[config.mk]
export PLATFORM = sky130hd
export DESIGN_NAME = pipe_stage_reg
export DESIGN_NICKNAME = d
export VERILOG_FILES = /design/src/rtl/pipe_stage_reg.sv
export SDC_FILE = /design/constraint.sdc
export NUM_CORES = 1
export LEC_CHECK = 0
export CAP_MARGIN = 25
export CORE_MARGIN = 2
export CORE_UTILIZATION = 48
export CTS_BUF_LIST = sky130_fd_sc_hd__clkbuf_4 sky130_fd_sc_hd__clkbuf_8
export DETAILED_ROUTE_END_ITERATION = 7
export PLACE_DENSITY = 0.78
export SYNTH_ARGS = -nofsm -noshare
export SYNTH_HDL_FRONTEND = slang
export SYNTH_SLANG_ARGS = --single-unit
[constraint.sdc]
create_clock -name clk -period 7.4 [get_ports clk]
set_input_delay 1.48 -clock clk [delete_from_list [all_inputs] [get_ports clk]]
set_output_delay 1.48 -clock clk [all_outputs]
set_load 0.02 [all_outputs]
[src/rtl/pipe_stage_reg.sv]
// Elastic pipeline register with a 2-entry skid buffer, synchronous flush and
// saturating stall/bubble counters. in_ready is decoded from registered state only.
module pipe_stage_reg #(
  parameter int DATA_W = 96,
  parameter int CTRL_W = 3,
  parameter int CNT_W  = 16
) (
  input  logic              clk,
  input  logic              rst,
  input  logic              flush,
  input  logic              cnt_clr,
  input  logic              in_valid,
  output logic              in_ready,
  input  logic [CTRL_W-1:0] in_ctrl,
  input  logic [DATA_W-1:0] in_data,
  output logic              out_valid,
  input  logic              out_ready,
  output logic [CTRL_W-1:0] out_ctrl,
  output logic [DATA_W-1:0] out_data,
  output logic [1:0]        occupancy,
  output logic [CNT_W-1:0]  stall_cnt,
  output logic [CNT_W-1:0]  bubble_cnt
);

  localparam logic [1:0] EMPTY = 2'd0;
  localparam logic [1:0] ONE   = 2'd1;
  localparam logic [1:0] FULL  = 2'd2;

  logic [1:0]        state_q, state_d;
  logic [CTRL_W-1:0] main_ctrl_q, main_ctrl_d, skid_ctrl_q, skid_ctrl_d;
  logic [DATA_W-1:0] main_data_q, main_data_d, skid_data_q, skid_data_d;
  logic [CNT_W-1:0]  stall_cnt_q, stall_cnt_d, bubble_cnt_q, bubble_cnt_d;
  logic              acc_in, acc_out;

  assign in_ready   = (state_q != FULL);
  assign out_valid  = (state_q != EMPTY);
  assign occupancy  = state_q;
  assign out_ctrl   = out_valid ? main_ctrl_q : '0;
  assign out_data   = main_data_q;
  assign stall_cnt  = stall_cnt_q;
  assign bubble_cnt = bubble_cnt_q;

  assign acc_in  = in_valid & in_ready;
  assign acc_out = out_valid & out_ready;

  always_comb begin
    // NOTE: every output of this block gets a hold default first, so no path
    // leaves a signal unassigned and no latch is inferred.
    state_d     = state_q;
    main_ctrl_d = main_ctrl_q;
    main_data_d = main_data_q;
    skid_ctrl_d = skid_ctrl_q;
    skid_data_d = skid_data_q;

    if (flush) begin
      // Kill validity and control only; data payloads are left as they were.
      state_d     = EMPTY;
      main_ctrl_d = '0;
      skid_ctrl_d = '0;
    end else begin
      case (state_q)
        EMPTY: begin
          if (acc_in) begin
            state_d     = ONE;
            main_ctrl_d = in_ctrl;
            main_data_d = in_data;
          end
        end
        ONE: begin
          if (acc_in && acc_out) begin
            main_ctrl_d = in_ctrl;
            main_data_d = in_data;
          end else if (acc_in) begin
            state_d     = FULL;
            skid_ctrl_d = in_ctrl;
            skid_data_d = in_data;
          end else if (acc_out) begin
            state_d = EMPTY;
          end
        end
        FULL: begin
          if (acc_out) begin
            state_d     = ONE;
            main_ctrl_d = skid_ctrl_q;
            main_data_d = skid_data_q;
          end
        end
        default: state_d = EMPTY;
      endcase
    end
  end

  always_comb begin
    stall_cnt_d  = stall_cnt_q;
    bubble_cnt_d = bubble_cnt_q;
    if (cnt_clr) begin
      stall_cnt_d  = '0;
      bubble_cnt_d = '0;
    end else begin
      if (out_valid && !out_ready && (stall_cnt_q != '1))
        stall_cnt_d = stall_cnt_q + CNT_W'(1);
      if (!out_valid && out_ready && (bubble_cnt_q != '1))
        bubble_cnt_d = bubble_cnt_q + CNT_W'(1);
    end
  end

  // NOTE: state uses non-blocking assignments so every flop samples the
  // pre-edge value of every other flop, independent of statement order.
  always_ff @(posedge clk or posedge rst) begin
    if (rst) begin
      state_q      <= EMPTY;
      main_ctrl_q  <= '0;
      skid_ctrl_q  <= '0;
      // NOTE: payload registers are reset as well so out_data and the skid
      // entry read zero after reset rather than X.
      main_data_q  <= '0;
      skid_data_q  <= '0;
      stall_cnt_q  <= '0;
      bubble_cnt_q <= '0;
    end else begin
      state_q      <= state_d;
      main_ctrl_q  <= main_ctrl_d;
      skid_ctrl_q  <= skid_ctrl_d;
      main_data_q  <= main_data_d;
      skid_data_q  <= skid_data_d;
      stall_cnt_q  <= stall_cnt_d;
      bubble_cnt_q <= bubble_cnt_d;
    end
  end

endmodule

==> results of run 1 <==
[power groups by stage]
stage / Combinational [uW] / Sequential (uW) / Clock, uW
2_1_floorplan: 421 / 1800 / 0
3_3_place_gp: 898 / 1680 / 0
3_5_place_dp: 920 / 1690 / 0
4_1_cts: 925 / 1680 / 1320
5_1_grt: 973 / 1710 / 1380
6_report: 913 / 1680 / 1290
[final cells by class]
class / count / area share, %
Inverter: 6 / 0.182
Clock buffer: 72 / 6.05
Multi-Input combinational cell: 472 / 33.3
Sequential cell: 232 / 40.3
Tap cell: 285 / 2.47
Timing Repair Buffer: 248 / 17.4
Clock inverter: 3 / 0.295
[critical path: stages (launching register included)]
cell	delay, ns
dfrtp_1	0.60
nand2b_4	0.62
clkdlybuf4s50_1	0.73
[cells in the final DEF, fill, tap and decap left out, types with 2 or more instances in the layout]
| cell | n |
|---|---|
| nand4_2 | 2 |
| a211oi_1 | 4 |
| dfrtp_1 | 232 |
| nand4_1 | 10 |
| mux2_2 | 202 |
| or3_1 | 9 |
| o21a_1 | 2 |
| xor2_1 | 2 |
| o311ai_1 | 2 |
| mux2_4 | 80 |
| nand2_1 | 13 |
| and3_1 | 3 |
| buf_4 | 6 |
| or4_1 | 9 |
| and2_1 | 3 |
| o21ai_0 | 9 |
| and4_1 | 2 |
| clkbuf_8 | 53 |
| o31ai_1 | 8 |
| a21oi_1 | 21 |
| nor4_1 | 5 |
| buf_12 | 2 |
| mux2i_1 | 9 |
| nor3_1 | 5 |
| o41ai_1 | 3 |
| inv_1 | 5 |
| mux2_1 | 9 |
| ha_1 | 2 |
| o311ai_0 | 2 |
| nor2b_1 | 7 |
| a311oi_1 | 2 |
| clkinvlp_4 | 2 |
| nand3_1 | 9 |
| nor2_1 | 22 |
| clkdlybuf4s50_1 | 239 |
| clkbuf_4 | 19 |
| nor2b_4 | 2 |
[flip-flops by register name, summed over array words and instances, names as in the netlist]
register     flops
bubble_cnt      16
main_ctrl_q      3
occupancy        2
out_data        96
skid_ctrl_q      3
skid_data_q     96
stall_cnt       16
[final timing paths]
kind / startpoint / endpoint / slack, ns / depth (start not counted)
setup / recovery: occupancy[0] / in_ready / 3.42 / 2
hold / removal: out_data[76] / out_data[76] / 0.49 / 1
setup reg to reg: occupancy[0] / out_data[20] / 4.47 / 4
hold reg to reg: out_data[76] / out_data[76] / 0.49 / 1
max in group asynchronous: rst / out_data[38] / 4.34 / 4
min in group asynchronous: rst / out_data[57] / 1.23 / 2
[per-stage QoR]
stage	setup WS [ns]	cells	power, uW	cell area (um2)
global route	3.29	1318	4070	14400
detailed placement	2.91	1243	2610	13500
finish	3.42	1318	3880	14400
global placement	2.84	1242	2580	13500
floorplan	2.88	751	2230	11000
CTS	3.37	1318	3920	14400
[metal layers]
layer	track usage (%)	vias to the layer above
met5	0	-
met4	5.20	0
met3	7.74	37
met2	31.0	216
met1	27.2	3526
li1	-	3269
[kinds of logic (layout without fill, tap and decap cells)]
kind of cell	Yosys count	in the layout	share of synthesized area, %
compound gates	58	58	3.74
xor+xnor	2	2	0.160
fa+ha+maj	2	2	0.229
buf+inv	47	329	3.17
flops	232	232	53.0
mux	301	301	33.6
simple gates	109	109	6.05
==> run_results.csv, run 1 <==
group,metric,value,unit
clock_tree,htreeDepth,2,
synthesis,ys_ff_latch,232,
sta,fin_skew,0.0144,ns
synthesis,ys_dominant_reg_cell,"dfrtp_1",
detailed_routing,topRoutingLayerUsed,"met4",
power,p_per_area,269,nW/um2
power,power_frac_clock,33.2,%
detailed_routing,met3WireLength,2130,um
synthesis,syn_nets,858,
clock_tree,clk_pin_slew,0.06,ns
synthesis,ys_warn_count,0,
floorplan,rows,55,
synthesis,synthTopCellsByCount,"dfrtp_1 (232), mux2_2 (202), mux2_4 (80), nor2_1 (22), a21oi_1 (21)",
floorplan,initial_core_util,48.6,%
synthesis,synth_cell_types,52,
sta,rsz0062_at_grt,"no",
cells_and_area,finalNetCount,1109,
worst_setup_path,start_kind,"flop",
worst_hold_path,hold_class,"flop to flop",
worst_setup_path,worstSetupPathType,"flop to primary output",
clock_tree,root_buffer,"clkbuf_8",
sta,hold_viol,0,
detailed_routing,drcViolationCount,0,
sta,setup_tns,0,ns
detailed_routing,via_per_inst,5.35,
clock_tree,cts_hold_buf,0,
power,pwr-share-comb,23.5,%
detailed_routing,wl_per_cell,18.3,um
cells_and_area,final_util,64.0,%
synthesis,synth_cells,751,
global_routing,grt_overflow,0,
worst_setup_path,crit_arrival,2.50,ns
sta,final-setup-viol-count,0,
clock_tree,post_cts_resized,0,
floorplan,core,22500,um2
floorplan,ios,240,
detailed_routing,dr.pass1.iters,4,
global_routing,grt_pass1_wl,39400,um
floorplan,die_h,155,um
synthesis,synth_most_common_cell,"dfrtp_1",
status,outcome,"complete, no violations",
clock_tree,cts_made_buffers,42,
clock_tree,clk-insertion-delay-late,0.52,ns
clock_tree,clk_path_buf_depth,3,
sta,drv_slew,0,
detailed_routing,first_iter_violations,292,
sta,slew_headroom,40.9,%
detailed_routing,wl_met1,10500,um
clock_tree,cts.sinks,232,
worst_setup_path,required,5.92,ns
global_routing,grt_pass1_vias,7353,
power,sequentialPowerShare,43.3,%
synthesis,synth_top_area_share,53.0,%
worst_setup_path,cp_max_fo,43,
detailed_routing,met2_length,11000,um
worst_setup_path,endpoint_kind,"primary output",
cells_and_area,drive_gt1_share,36.7,%
place,place.gp.congestion,0.788,
job,cap_violations,0,
floorplan,dieArea,24000,um2
synthesis,netlist.top_cell.by_area,"dfrtp_1",
power,leakage,0.00611,uW
power,power.switching,1020,uW
synthesis,synth_area,10900,um2
global_routing,antenna_found_initial,0,
cells_and_area,register_area,5810,um2
detailed_routing,drtAntennaViolNets,0,
power,ir_drop,0.000162,V
cells_and_area,area_growth,31.6,%
sta,worstMarginPinSlew,0.886,ns
power,p_int,2850,uW
sta,min_period,3.98,ns
sta,holdWs,0.486,ns
place,hpwlAfterDp,15400,um
detailed_routing,drt-total-wl,24100,um
floorplan,die_w,155,um
synthesis,synth_area_leaders,"dfrtp_1 (53%), mux2_2 (21%), mux2_4 (11%), a21oi_1 (0.96%), buf_6 (0.93%)",
global_routing,track_usage,20.2,%
clock_tree,cts_tree,"built",
cells_and_area,n_antenna_cell,0,
synthesis,ys_seq_area_share,53.0,%
cells_and_area,multi_input_area,4800,um2
global_routing,grt_max_degree,71,
synthesis,synth-edff-count,0,
synthesis,synthArstFlopShare,100,%
clock_tree,post_cts_buffers,0,
cells_and_area,nFillCells,1723,
sta,period_share,53.7,%
place,port_buffers,239,
detailed_routing,vias,7048,
synthesis,postSynthAreaPerCell,14.6,um2
power,switching_share,26.4,%
sta,fmax,0.252,GHz
Power figures use the tool's default switching activity.
==> inputs of run 2 (changes only) <==
CORE_UTILIZATION = 53   (was 48)
PLACE_DENSITY = 0.82   (was 0.78)
clock period = 3.9 ns   (was 7.4 ns; I/O delays follow)
==> run 2 against run 1 <==
  * Power up 88%
  * Clock-buffer cell count fell by 7
  * Global-route usage grew 1.8 points
  * Setup slack lost 2.5 ns
  * Hold slack gained 0.0030 ns
  * Critical path type unchanged
  * Highest routed layer unchanged
==> run_results.csv, run 2 (same netlist as run 1, synthesis figures left out) <==
group,metric,value,unit
status,outcome,"complete, no violations",
detailed_routing,drtAntennaViolNets,0,
clock_tree,cts_tree,"built",
power,p_per_area,508,nW/um2
worst_setup_path,slowest_stage,"clkdlybuf4s50_1",
sta,rsz0062_at_grt,"no",
floorplan,die_h,148,um
floorplan,core,20200,um2
sta,worstMarginPinSlew,0.825,ns
clock_tree,root_buffer,"clkbuf_8",
cells_and_area,final_cell_mix,"clkdlybuf4s50_1 (239), dfrtp_1 (232), mux2_2 (202)",
global_routing,grt_max_degree,109,
job,cap_violations,0,
floorplan,rows,52,
sta,setup_tns,0,ns
detailed_routing,drt-total-wl,23600,um
worst_setup_path,worstSetupPathType,"flop to primary output",
cells_and_area,finalNetCount,1106,
worst_setup_path,path_cells,"nor2_1 -> nor2b_1 -> clkdlybuf4s50_1",
global_routing,grt_pass1_wl,38900,um
cells_and_area,register_area,5810,um2
global_routing,grt_overflow,0,
clock_tree,post_cts_resized,0,
detailed_routing,wl_per_cell,18.1,um
global_routing,grt_busiest_layer,"met2",
detailed_routing,drcViolationCount,0,
global_routing,use_met3,7.07,%
floorplan,initial_core_util,54.1,%
global_routing,grt_pass1_vias,7581,
sta,min_period,2.95,ns
clock_tree,cts.sinks,232,
worst_setup_path,endpoint_kind,"primary output",
place,hpwlAfterDp,15000,um
worst_setup_path,start_kind,"flop",
worst_setup_path,cp_max_fo,10,
cells_and_area,n_antenna_cell,0,
sta,final-setup-viol-count,0,
sta,slew_headroom,44.1,%
floorplan,die_w,148,um
worst_setup_path,crit_family,"buffers and inverters",
cells_and_area,final_util,71.0,%
worst_setup_path,required,3.12,ns
sta,fin_skew,0.0133,ns
detailed_routing,dr.pass1.iters,4,
clock_tree,cts_hold_buf,0,
worst_setup_path,path_buf_inv,1,
cells_and_area,nFillCells,1420,
cells_and_area,multi_input_area,4800,um2
global_routing,track_usage,22.0,%
global_routing,met1_usage,28.6,%
sta,fmax,0.338,GHz
sta,hold_viol,0,
clock_tree,clk-insertion-delay-late,0.53,ns
power,leakage,0.00609,uW
global_routing,gr-usage-met2,35.2,%
detailed_routing,first_iter_violations,287,
place,place.gp.congestion,0.808,
floorplan,dieArea,21800,um2
worst_hold_path,hold_class,"flop to flop",
cells_and_area,final_area,14400,um2
clock_tree,cts_made_buffers,40,
detailed_routing,via_per_inst,5.45,
clock_tree,clk_pin_slew,0.06,ns
global_routing,antenna_found_initial,0,
floorplan,ios,240,
clock_tree,htreeDepth,2,
sta,period_share,75.8,%
place,port_buffers,239,
detailed_routing,vias,7078,
cells_and_area,drive_gt1_share,36.4,%
sta,drv_slew,0,
place,postPlaceCellArea,13500,um2
clock_tree,clk_path_buf_depth,3,
power,ir_drop,0.000385,V
cells_and_area,area_growth,31.3,%
cells_and_area,final_common_cell,"clkdlybuf4s50_1",
clock_tree,post_cts_buffers,0,
worst_setup_path,crit_arrival,2.17,ns
worst_setup_path,slowest_delay,0.65,ns
-- run 2: metal layers --
metal  vias up  routed length, um
met3        48               1900
met5         -                  0
met4         0                571
li1       3259                  -
met1      3569              10000
met2       202              11000
-- run 2: final timing paths --
path,from,end,slack (ns),cells past startpoint
setup reg to reg,occupancy[1],skid_data_q[60],1.62,4
min in group asynchronous,rst,skid_data_q[62],0.65,2
hold / removal,out_data[77],out_data[77],0.49,1
hold reg to reg,out_data[77],out_data[77],0.49,1
setup / recovery,occupancy[1],out_ctrl[2],0.95,3
max in group asynchronous,rst,stall_cnt[3],2.30,3
-- run 2: final cells by class --
cell class | instances | area share [%]
flip-flops and latches | 232 | 40.4
multi-input cells | 472 | 33.4
repair buffers | 247 | 17.5
clock buffers | 65 | 5.70
well taps | 270 | 2.35
clock inverters | 6 | 0.470
inverters | 6 | 0.183
-- run 2: stage by stage --
| stage | setup WS [ns] | power (uW) | cells | hold slack, ns |
|---|---|---|---|---|
| after detailed placement | 0.724 | 4960 | 1227 | 0.478 |
| final | 0.945 | 7300 | 1298 | 0.489 |
| after global routing | 0.769 | 7670 | 1298 | 0.513 |
| after CTS | 0.895 | 7390 | 1298 | 0.496 |
| after global placement | 0.755 | 4900 | 1227 | 0.471 |
| after floorplan | 0.0841 | 4220 | 751 | 0.477 |
-- run 2: worst reg2reg max path: cells and delay by family (launching register included) --
kind / cells / cell delay (ns)
buffers and inverters: 1 / 0.47
DFF: 1 / 0.54
muxes: 1 / 0.45
and+or+nand+nor: 2 / 0.70
-- run 2: power breakdown --
group	switching [uW]	leakage, uW	internal (uW)
clock	980	0.000469	1400
combinational	691	0.00276	1040
sequential	279	0.00286	2910
